$ cat config.mk
export PLATFORM = sky130hd
export DESIGN_NAME = pipe_sqrt_n_flat
export DESIGN_NICKNAME = d
export VERILOG_FILES = /design/src/rtl/pipe_sqrt_n_if.sv /design/src/rtl/pipe_sqrt_n.sv /design/src/flat_wrapper.sv
export SDC_FILE = /design/constraint.sdc
export NUM_CORES = 1
export LEC_CHECK = 0
export CORE_UTILIZATION = 42
export CTS_BUF_LIST = sky130_fd_sc_hd__clkbuf_4 sky130_fd_sc_hd__clkbuf_8
export CTS_CLUSTER_DIAMETER = 50
export DETAILED_ROUTE_END_ITERATION = 8
export GPL_ROUTABILITY_DRIVEN = 0
export GPL_TIMING_DRIVEN = 0
export SYNTH_ARGS = -nofsm -noshare
export SYNTH_HDL_FRONTEND = slang
export SYNTH_SLANG_ARGS = --single-unit
$ cat constraint.sdc
create_clock -name clk -period 8.75 [get_ports clk]
set_clock_uncertainty 0.15 [all_clocks]
set_input_delay 1.75 -clock clk [delete_from_list [all_inputs] [get_ports clk]]
set_output_delay 1.75 -clock clk [all_outputs]
set_load 0.1 [all_outputs]
$ cat src/rtl/pipe_sqrt_n_if.sv
// Streaming handshake bundle for pipe_sqrt_n: radicand/tag in, root/remainder/tag out.
interface pipe_sqrt_n_if #(
    parameter int unsigned IN_W  = 16,
    parameter int unsigned TAG_W = 4
) ();
    localparam int unsigned OUT_W = IN_W / 2;

    logic             in_valid;
    logic             in_ready;
    logic [IN_W-1:0]  in_data;
    logic [TAG_W-1:0] in_tag;
    logic             out_valid;
    logic             out_ready;
    logic [OUT_W-1:0] out_root;
    logic [OUT_W:0]   out_rem;
    logic [TAG_W-1:0] out_tag;
    logic             busy;

    modport master (
        output in_valid, in_data, in_tag, out_ready,
        input  in_ready, out_valid, out_root, out_rem, out_tag, busy
    );

    modport slave (
        input  in_valid, in_data, in_tag, out_ready,
        output in_ready, out_valid, out_root, out_rem, out_tag, busy
    );
endinterface

$ cat src/rtl/pipe_sqrt_n.sv
// Fully pipelined restoring integer square root, one root bit per stage, with a
// single global stall enable, remainder output, optional rounding and tag passthrough.
module pipe_sqrt_n #(
    parameter int unsigned IN_W  = 16,
    parameter int unsigned ROUND = 0,
    parameter int unsigned TAG_W = 4
) (
    input  logic         clk,
    input  logic         rst,
    pipe_sqrt_n_if.slave bus
);
    localparam int unsigned OUT_W = IN_W / 2;
    localparam int unsigned REM_W = OUT_W + 2;

    logic [OUT_W-1:0] valid_q, valid_d;
    logic [OUT_W-1:0] root_q [OUT_W];
    logic [OUT_W-1:0] root_d [OUT_W];
    logic [REM_W-1:0] rem_q  [OUT_W];
    logic [REM_W-1:0] rem_d  [OUT_W];
    logic [IN_W-1:0]  rad_q  [OUT_W];
    logic [IN_W-1:0]  rad_d  [OUT_W];
    logic [TAG_W-1:0] tag_q  [OUT_W];
    logic [TAG_W-1:0] tag_d  [OUT_W];
    logic             en;

    assign en = ~valid_q[OUT_W-1] | bus.out_ready;

    always_comb begin
        logic [OUT_W-1:0] root_p, root_n;
        logic [REM_W-1:0] rem_p, rem_s, trial;
        logic [IN_W-1:0]  rad_p;
        logic [TAG_W-1:0] tag_p;
        logic             vld_p;
        int unsigned      km1;
        valid_d = '0;
        for (int k = 0; k < OUT_W; k++) begin
            km1 = (k == 0) ? 0 : k - 1;
            if (k == 0) begin
                root_p = '0;
                rem_p  = '0;
                rad_p  = bus.in_data;
                tag_p  = bus.in_tag;
                vld_p  = bus.in_valid;
            end else begin
                root_p = root_q[km1];
                rem_p  = rem_q[km1];
                rad_p  = rad_q[km1];
                tag_p  = tag_q[km1];
                vld_p  = valid_q[km1];
            end
            rem_s = {rem_p[REM_W-3:0], rad_p[IN_W-1 -: 2]};
            trial = {root_p, 2'b01};
            if (rem_s >= trial) begin
                rem_d[k] = rem_s - trial;
                root_n   = (root_p << 1) | OUT_W'(1);
            end else begin
                rem_d[k] = rem_s;
                root_n   = root_p << 1;
            end
            // Last stage carries the presented root; rounding keeps the floor remainder.
            if ((k == OUT_W - 1) && (ROUND != 0) && (rem_d[k] > REM_W'(root_n)) && !(&root_n)) begin
                root_n = root_n + OUT_W'(1);
            end
            root_d[k]  = root_n;
            rad_d[k]   = rad_p << 2;
            tag_d[k]   = tag_p;
            valid_d[k] = vld_p;
        end
    end

    always_ff @(posedge clk) begin
        if (!rst) begin
            valid_q           <= '0;
            root_q[OUT_W-1]   <= '0;
            rem_q[OUT_W-1]    <= '0;
            tag_q[OUT_W-1]    <= '0;
        end else if (en) begin
            valid_q <= valid_d;
            root_q  <= root_d;
            rem_q   <= rem_d;
            rad_q   <= rad_d;
            tag_q   <= tag_d;
        end
    end

    assign bus.in_ready  = en;
    assign bus.out_valid = valid_q[OUT_W-1];
    assign bus.out_root  = root_q[OUT_W-1];
    assign bus.out_rem   = rem_q[OUT_W-1][OUT_W:0];
    assign bus.out_tag   = tag_q[OUT_W-1];
    assign bus.busy      = |valid_q;

    // The final radicand is fully consumed and the remainder's top bit is always zero.
    logic unused_bits;
    assign unused_bits = ^{rad_q[OUT_W-1], rem_q[OUT_W-1][REM_W-1]};
endmodule

$ cat src/flat_wrapper.sv
// flat-port wrapper written by rule: the top's interface ports become plain ports
module pipe_sqrt_n_flat 
#(
    parameter int unsigned IN_W  = 16,
    parameter int unsigned ROUND = 0,
    parameter int unsigned TAG_W = 4
)
  (clk, rst, bus_in_valid, bus_in_data, bus_in_tag, bus_out_ready, bus_in_ready, bus_out_valid, bus_out_root, bus_out_rem, bus_out_tag, bus_busy);
  pipe_sqrt_n_if #(.IN_W(IN_W), .TAG_W(TAG_W)) bus_i ();
  input  logic clk;
  input  logic rst;
  input wire logic [$bits(bus_i.in_valid)-1:0] bus_in_valid;
  input wire logic [$bits(bus_i.in_data)-1:0] bus_in_data;
  input wire logic [$bits(bus_i.in_tag)-1:0] bus_in_tag;
  input wire logic [$bits(bus_i.out_ready)-1:0] bus_out_ready;
  output wire logic [$bits(bus_i.in_ready)-1:0] bus_in_ready;
  output wire logic [$bits(bus_i.out_valid)-1:0] bus_out_valid;
  output wire logic [$bits(bus_i.out_root)-1:0] bus_out_root;
  output wire logic [$bits(bus_i.out_rem)-1:0] bus_out_rem;
  output wire logic [$bits(bus_i.out_tag)-1:0] bus_out_tag;
  output wire logic [$bits(bus_i.busy)-1:0] bus_busy;
  assign bus_i.in_valid = bus_in_valid;
  assign bus_i.in_data = bus_in_data;
  assign bus_i.in_tag = bus_in_tag;
  assign bus_i.out_ready = bus_out_ready;
  assign bus_in_ready = bus_i.in_ready;
  assign bus_out_valid = bus_i.out_valid;
  assign bus_out_root = bus_i.out_root;
  assign bus_out_rem = bus_i.out_rem;
  assign bus_out_tag = bus_i.out_tag;
  assign bus_busy = bus_i.busy;
  pipe_sqrt_n #(.IN_W(IN_W), .ROUND(ROUND), .TAG_W(TAG_W)) u_core (.clk(clk), .rst(rst), .bus(bus_i));
endmodule
==> flow_metrics.env, run 1 <==
export IMPL_final_core_utilization_pct=49.9
export IMPL_final_common_cell="sky130_fd_sc_hd__edfxtp_1"
export IMPL_boundaryPins=48
export IMPL_setup_slack_at_placement_ns=2.42
export IMPL_synth_top_area_share_pct=58.7
export IMPL_setup_viol=0
export IMPL_seq_area_frac_synth_pct=65.8
export IMPL_static_leakage_power_uw=0.00362
export IMPL_cts_htree_levels=4
export IMPL_cts_repair_resized=0
export IMPL_antenna_found_initial=0
export IMPL_timing_worst_setup_path_type="in -> out"
export IMPL_drc=0
export IMPL_antenna_cells=0
export IMPL_max_freq_mhz=158
export IMPL_grt_setup_unrepaired="no"
export IMPL_fp_dieArea_sq_mm=0.0202
export IMPL_ir_drop_v=0.0000969
export IMPL_crit_slowest_cell="sky130_fd_sc_hd__clkdlybuf4s50_1"
export IMPL_ctsHoldBuffers=0
export IMPL_synth_yosys_warnings=0
export IMPL_worst_skew_pair_late_latency_ns=0.46
export IMPL_path_cells="clkdlybuf4s50_1 > nor2b_1 > inv_1 > clkbuf_1 > buf_1 > clkdlybuf4s50_1"
export IMPL_run_status="finished clean"
export IMPL_setup_worst_path_start_class="input port"
export IMPL_synth_edf_count=161
export IMPL_ratio_of_cells_with_drive_above_1_in_the_final_layout_pct=8.43
export IMPL_cts_made_buffers=17
export IMPL_grt_max_degree=93
export IMPL_critical_path_rt_ns=6.85
export IMPL_synth_top_cells_by_area="sky130_fd_sc_hd__edfxtp_1 (59%), sky130_fd_sc_hd__dfxtp_1 (7.1%), sky130_fd_sc_hd__ha_1 (6.4%)"
export IMPL_post_dp_cell_area_sq_mm=0.00906
export IMPL_fp_dieH_um=142
export IMPL_slew_limit_headroom_pct=34.8
export IMPL_core_area_sq_mm=0.0190
export IMPL_hold_viol=0
export IMPL_worstPathArrival_ns=4.42
export IMPL_layout_area_overhead_vs_synth_pct=14.9
export IMPL_cts_post_setup_buffers_inserted=0
export IMPL_setup_worst_path_end_class="output port"
export IMPL_power_density_mw_per_mm2=238
export IMPL_final_period_minus_worst_setup_slack_ns=6.32
export IMPL_design_area_sq_mm=0.00946
export IMPL_place_detailed_hpwl_um=9400
export IMPL_wire_length_of_the_first_global_routing_pass_um=22200
export IMPL_floorplan_initialDensity_pct=43.4
export IMPL_share_of_total_power_consumed_by_net_switching_pct=32.4
export IMPL_num_nets_final=777
export IMPL_gr_usage_all_layers_pct=14.1
export IMPL_cellInternalPower_uw=1520
export IMPL_port_buffers=47
export IMPL_hold_class="reg -> reg"
export IMPL_finalWirelength_um=13500
export IMPL_tightestPinTransition_ns=0.975
export IMPL_switch_pwr_uw=727
export IMPL_worst_setup_hold_path_clk_slew_ns=0.10
export IMPL_ant_nets=0
export IMPL_vias_per_cell=5.05
export IMPL_layout_cells_most_common_list="sky130_fd_sc_hd__edfxtp_1 (161), sky130_fd_sc_hd__nand2_1 (68), sky130_fd_sc_hd__inv_1 (54), sky130_fd_sc_hd__clkdlybuf4s50_1 (47), sky130_fd_sc_hd__ha_1 (42)"
export IMPL_path_common_cell="sky130_fd_sc_hd__clkdlybuf4s50_1"
export IMPL_synth_net_count=710
export IMPL_finalMaxSlewViolations=0
export IMPL_die_width_um=142
export IMPL_postSynth_asyncResetShare_pct=0
export IMPL_detailroute_via_count=4969
export IMPL_share_of_power_burned_in_the_clock_network_pct=24.7
export IMPL_post_synthesis_cell_count=644
export IMPL_fin_ws_ns=2.43
export IMPL_timing_max_cap_violations=0
export IMPL_cpPeakStageDelay_ns=1.24
export IMPL_cts_tree="yes"
export IMPL_number_of_clock_sinks=190
export IMPL_synth_avg_cell_area_sq_um=12.8
export IMPL_final_min_period_over_clock_period_pct=72.3
export IMPL_fillerInstances=1633
export IMPL_wire_per_inst_um=13.7
export IMPL_drt_first_iter_violations=279
export IMPL_comb_power_share_pct=24.2
export IMPL_rows=50
export IMPL_overflow=0
export IMPL_synth_top_area_cell="sky130_fd_sc_hd__edfxtp_1"
export IMPL_netlist_area_before_placement_sq_mm=0.00823
export IMPL_share_seq_of_total_power_pct=51.1
export IMPL_synth_lib_cells_used_distinct=54
export IMPL_grt_pass1_vias=4930
export IMPL_clock_root_buffer="sky130_fd_sc_hd__clkbuf_8"
export IMPL_drt_pre_antenna_iters=5
export IMPL_crit_fanout=10
export IMPL_synth_seq_cells=190
export IMPL_ys_flop_type="sky130_fd_sc_hd__edfxtp_1"
export IMPL_max_clock_buf_depth=2
export IMPL_finalSetupTns_ns=0
==> through the flow <==
stage,std cells,total power [uW],hold slack (ns)
floorplan,644,1590,0.250
global placement,951,1690,0.251
detailed placement,952,1710,0.255
CTS,984,2270,0.279
global route,984,2350,0.284
finish,984,2250,0.275
==> state kept, by name, indices dropped and copies added (netlist names) <==
register	flops
u_core.rem_q	49
u_core.rad_d	42
u_core.root_q	28
u_core.tag_d	28
u_core.rad_q	14
u_core.bus.out_rem	9
u_core.bus.out_root	8
u_core.valid_q	8
u_core.bus.out_tag	4
==> final cells by class <==
cell class,count,area [sq um],share of cell area (%)
sequential,190,5420,57.3
multi-input combinational,376,2470,26.2
timing repair buffer,48,498,5.27
tap,260,325,3.44
clock buffer,19,249,2.63
inverter,55,211,2.24
clock inverter,13,148,1.56
buffer,23,135,1.43
==> routing by layer <==
layer / wire length (um) / share of wire, % / track usage [%]
met2: 6820 / 51 / 24.3
met1: 5580 / 41 / 15.7
met3: 516 / 3.8 / 3.90
met5: 0 / 0 / 0
met4: 531 / 3.9 / 8.38
==> Yosys cell counts (all sizes together) (3+ instances only) <==
cell type,instances
or3,7
nor3,12
ha,42
buf,15
nand2,68
o22ai,3
a21o,6
a211oi,3
edfxtp,161
o21a,17
xor2,18
xnor2,14
nor2b,7
or2,3
nand3,13
inv,55
nand2b,8
a21oi,41
nor4,5
nand4,7
mux2i,6
clkbuf,8
dfxtp,29
nor2,33
o211ai,3
and2,3
o21ai,33
==> power by group through the flow <==
stage          registers, uW  clock network, uW  logic (uW)
2_1_floorplan           1190                  0         400
3_3_place_gp            1170                  0         523
3_5_place_dp            1170                  0         543
4_1_cts                 1150                573         545
5_1_grt                 1160                606         588
6_report                1150                555         545
==> kinds of logic after synthesis <==
logic type	synth area share, %
DFF	65.8
and+or+nand+nor	9.91
AOI/OAI and AO/OA	9.30
buffers and inverters	4.15
adders and majority gates	6.38
xor gates and xnor gates	3.41
muxes	1.00
other	0.0456
==> critical path, delay by kind of cell <==
family,cells,cell delay [ns]
AND/OR/NAND/NOR,1,0.10
buffers and inverters,5,2.57
==> path summary, 6_finish.rpt <==
kind                    startpoint                     to  slack [ns]  cells after the start
hold / removal    u_core.rad_d[94]       u_core.rad_q[94]        0.27                      0
setup reg to reg  u_core.rem_q[14]  u_core.bus.out_rem[3]        6.18                      8
hold reg to reg   u_core.rad_d[94]       u_core.rad_q[94]        0.27                      0
setup / recovery     bus_out_ready           bus_in_ready        2.43                      6
Note: power is estimated with default switching activity, not from simulation.
==> inputs of run 2 (changes only) <==
Clock period 8.75 ns to 5.3 ns, I/O delays scaled along.
==> results of run 2 <==
Same layout as run 1 (identical final DEF). Status: finished clean.
Among the figures that moved: setup slack after placement 2.42 ns -> 0.355 ns; setup slack after layout 2.43 ns -> 0.358 ns; register-to-register setup slack 6.18 ns -> 2.73 ns; total power 2250 uW -> 3710 uW; worst IR drop on VDD 0.0000969 V -> 0.000160 V
==> inputs of run 3 (changes only) <==
Settings changed: ABC_AREA set to 1.
==> run 3 against run 2 <==
  * Combinational power is 12% lower
  * Sequential cell count stayed put
  * Sequential power is 3% lower
  * First-iteration DRC count is 2.5% higher
==> flow_metrics.env, run 3 <==
export IMPL_worstPathArrival_ns=2.85
export IMPL_timing_worst_setup_path_type="in -> out"
export IMPL_worst_skew_pair_late_latency_ns=0.46
export IMPL_cts_tree="yes"
export IMPL_synth_lib_cells_used_distinct=45
export IMPL_boundaryPins=48
export IMPL_number_of_clock_sinks=190
export IMPL_wire_length_of_the_first_global_routing_pass_um=22700
export IMPL_grt_setup_unrepaired="no"
export IMPL_drt_first_iter_violations=286
export IMPL_cts_made_buffers=17
export IMPL_cts_htree_levels=4
export IMPL_floorplan_initialDensity_pct=43.0
export IMPL_detailroute_via_count=5241
export IMPL_synth_top_area_cell="sky130_fd_sc_hd__edfxtp_1"
export IMPL_power_density_mw_per_mm2=366
export IMPL_gr_usage_all_layers_pct=13.4
export IMPL_seqCellArea_sq_mm=0.00542
export IMPL_vias_per_cell=4.65
export IMPL_antenna_cells=0
export IMPL_path_common_cell="sky130_fd_sc_hd__clkdlybuf4s50_1"
export IMPL_ctsHoldBuffers=0
export IMPL_timing_max_cap_violations=0
export IMPL_antenna_found_initial=0
export IMPL_synth_top_cells_by_area="sky130_fd_sc_hd__edfxtp_1 (56%), sky130_fd_sc_hd__dfxtp_1 (6.7%), sky130_fd_sc_hd__nand2_1 (6.6%)"
export IMPL_cpPeakStageDelay_ns=1.15
export IMPL_clock_root_buffer="sky130_fd_sc_hd__clkbuf_8"
export IMPL_synth_seq_cells=190
export IMPL_path_cells="clkdlybuf4s50_1 > nor2_1 > inv_1 > clkdlybuf4s50_1"
export IMPL_netlist_top_cells_count="sky130_fd_sc_hd__edfxtp_1 (161), sky130_fd_sc_hd__nand2_1 (154), sky130_fd_sc_hd__inv_1 (110), sky130_fd_sc_hd__nand3_1 (43), sky130_fd_sc_hd__ha_1 (42)"
export IMPL_overflow=0
export IMPL_hold_class="reg -> reg"
export IMPL_static_leakage_power_uw=0.00421
export IMPL_ys_flop_type="sky130_fd_sc_hd__edfxtp_1"
export IMPL_run_status="finished clean"
export IMPL_netlist_area_before_placement_sq_mm=0.00869
export IMPL_max_clock_buf_depth=2
export IMPL_synth_yosys_warnings=0
export IMPL_final_period_minus_worst_setup_slack_ns=4.06
export IMPL_layout_cells_most_common_list="sky130_fd_sc_hd__edfxtp_1 (161), sky130_fd_sc_hd__nand2_1 (154), sky130_fd_sc_hd__inv_1 (110), sky130_fd_sc_hd__clkdlybuf4s50_1 (47), sky130_fd_sc_hd__nand3_1 (43)"
export IMPL_cts_post_setup_buffers_inserted=0
export IMPL_finalWirelength_um=13300
export IMPL_critical_path_rt_ns=4.09
export IMPL_synth_edf_count=161
export IMPL_worst_setup_hold_path_clk_slew_ns=0.10
export IMPL_setup_viol=0
export IMPL_core_area_sq_mm=0.0202
export IMPL_largest_reg_flops=49
export IMPL_max_flop_register="u_core.rem_q"
export IMPL_cp_top_family="buffers and inverters"
export IMPL_final_common_cell="sky130_fd_sc_hd__edfxtp_1"
export IMPL_setup_worst_path_start_class="input port"
export IMPL_ant_nets=0
export IMPL_crit_fanout=4
export IMPL_port_buffers=47
export IMPL_synth_most_common_cell="sky130_fd_sc_hd__edfxtp_1"
export IMPL_die_width_um=146
export IMPL_postSynth_asyncResetShare_pct=0
export IMPL_p_total_uw=3660
export IMPL_finalMaxSlewViolations=0
export IMPL_grt_pass1_vias=4926
export IMPL_slew_limit_headroom_pct=33.8
export IMPL_seq_area_frac_synth_pct=62.3
export IMPL_synth_top_area_share_pct=55.6
export IMPL_synth_avg_cell_area_sq_um=11.2
export IMPL_num_nets_final=909
export IMPL_drc=0
export IMPL_hold_ws_ns=0.277
export IMPL_crit_slowest_cell="sky130_fd_sc_hd__clkdlybuf4s50_1"
export IMPL_setup_worst_path_end_class="output port"
export IMPL_rows=52
export IMPL_ratio_of_cells_with_drive_above_1_in_the_final_layout_pct=11.8
export IMPL_crit_buf_inv=3
export IMPL_grt_max_degree=87
export IMPL_wire_per_inst_um=11.8
export IMPL_layout_area_overhead_vs_synth_pct=15.0
export IMPL_fp_dieH_um=146
export IMPL_fillerInstances=1803
export IMPL_tightestPinTransition_ns=0.990
export IMPL_max_freq_mhz=246
export IMPL_final_min_period_over_clock_period_pct=76.6
export IMPL_multi_input_comb_area_sq_mm=0.00274
export IMPL_ir_drop_v=0.000176
export IMPL_place_detailed_hpwl_um=9500
export IMPL_drt_pre_antenna_iters=5
export IMPL_cts_repair_resized=0
export IMPL_hold_viol=0
export IMPL_post_synthesis_cell_count=776
export IMPL_final_core_utilization_pct=49.4
export IMPL_synth_net_count=842
export IMPL_finalSetupTns_ns=0
export IMPL_fp_dieArea_sq_mm=0.0213
[run 3: cell types whose count changed in the layout (fill, tap and decap cells not counted), sizes merged, moves of 8 or more]
cell | before | now
nand2 | 68 | 169
inv | 61 | 126
nand3 | 13 | 51
o21a | 17 | 1
a21oi | 41 | 26
nor2 | 33 | 47
nand4 | 7 | 19
clkbuf | 27 | 18
nor3 | 12 | 3
nand2b | 8 | 0
o21ai | 33 | 41
[run 3: metrics by stage]
stage	setup WS [ns]	area, sq um	instances
2_1_floorplan	1.20	8690	776
3_3_place_gp	-0.287	9500	1093
3_5_place_dp	1.24	9540	1094
4_1_cts	1.24	10000	1126
5_1_grt	1.19	10000	1126
6_report	1.24	10000	1126
[run 3: area by class of cell]
cell class              instances  share of cell area, %
inverters                     115                   4.34
plain buffers                  14                   1.16
clock buffers                  17                   2.34
flip-flops and latches        190                   54.2
clock inverters                15                   2.24
well taps                     270                   3.38
repair buffers                 48                   4.98
multi-input cells             457                   27.4
[run 3: per-layer routing]
metal	vias to the layer above	global-route usage, %	part of all wire [%]
met5	-	0	0
met4	0	4.84	1.3
met3	15	3.17	2.6
met2	66	21.7	47
met1	2385	17.5	49
li1	2775	-	-
[run 3: kinds of logic (layout without fill, tap and decap cells)]
| family | Yosys count | after routing | synth area share (%) |
|---|---|---|---|
| AND/OR/NAND/NOR | 306 | 306 | 17.2 |
| flip-flops | 190 | 190 | 62.3 |
| buffers and inverters | 129 | 209 | 6.22 |
| AO/OA/AOI/OAI | 85 | 85 | 5.84 |
| adder cells (fa/ha/maj) | 42 | 42 | 6.04 |
| XOR/XNOR | 23 | 23 | 2.32 |
| other | 1 | 1 | 0.0431 |
[run 3: final timing paths]
| path | startpoint | endpoint | slack, ns | depth (start not counted) |
|---|---|---|---|---|
| worst max-delay path | bus_out_ready | bus_in_ready | 1.24 | 4 |
| worst min-delay path | u_core.rad_d[108] | u_core.rad_d[94] | 0.28 | 0 |
| worst max register to register | u_core.valid_q[7] | u_core.root_q[48] | 3.00 | 5 |
| worst min register to register | u_core.rad_d[108] | u_core.rad_d[94] | 0.28 | 0 |
[run 3: power by group]
group          total, uW  switching (uW)  internal [uW]  leakage (uW)
clock               1030             634            395      0.000225
sequential          1840            59.8           1780       0.00179
combinational        791             522            269       0.00220
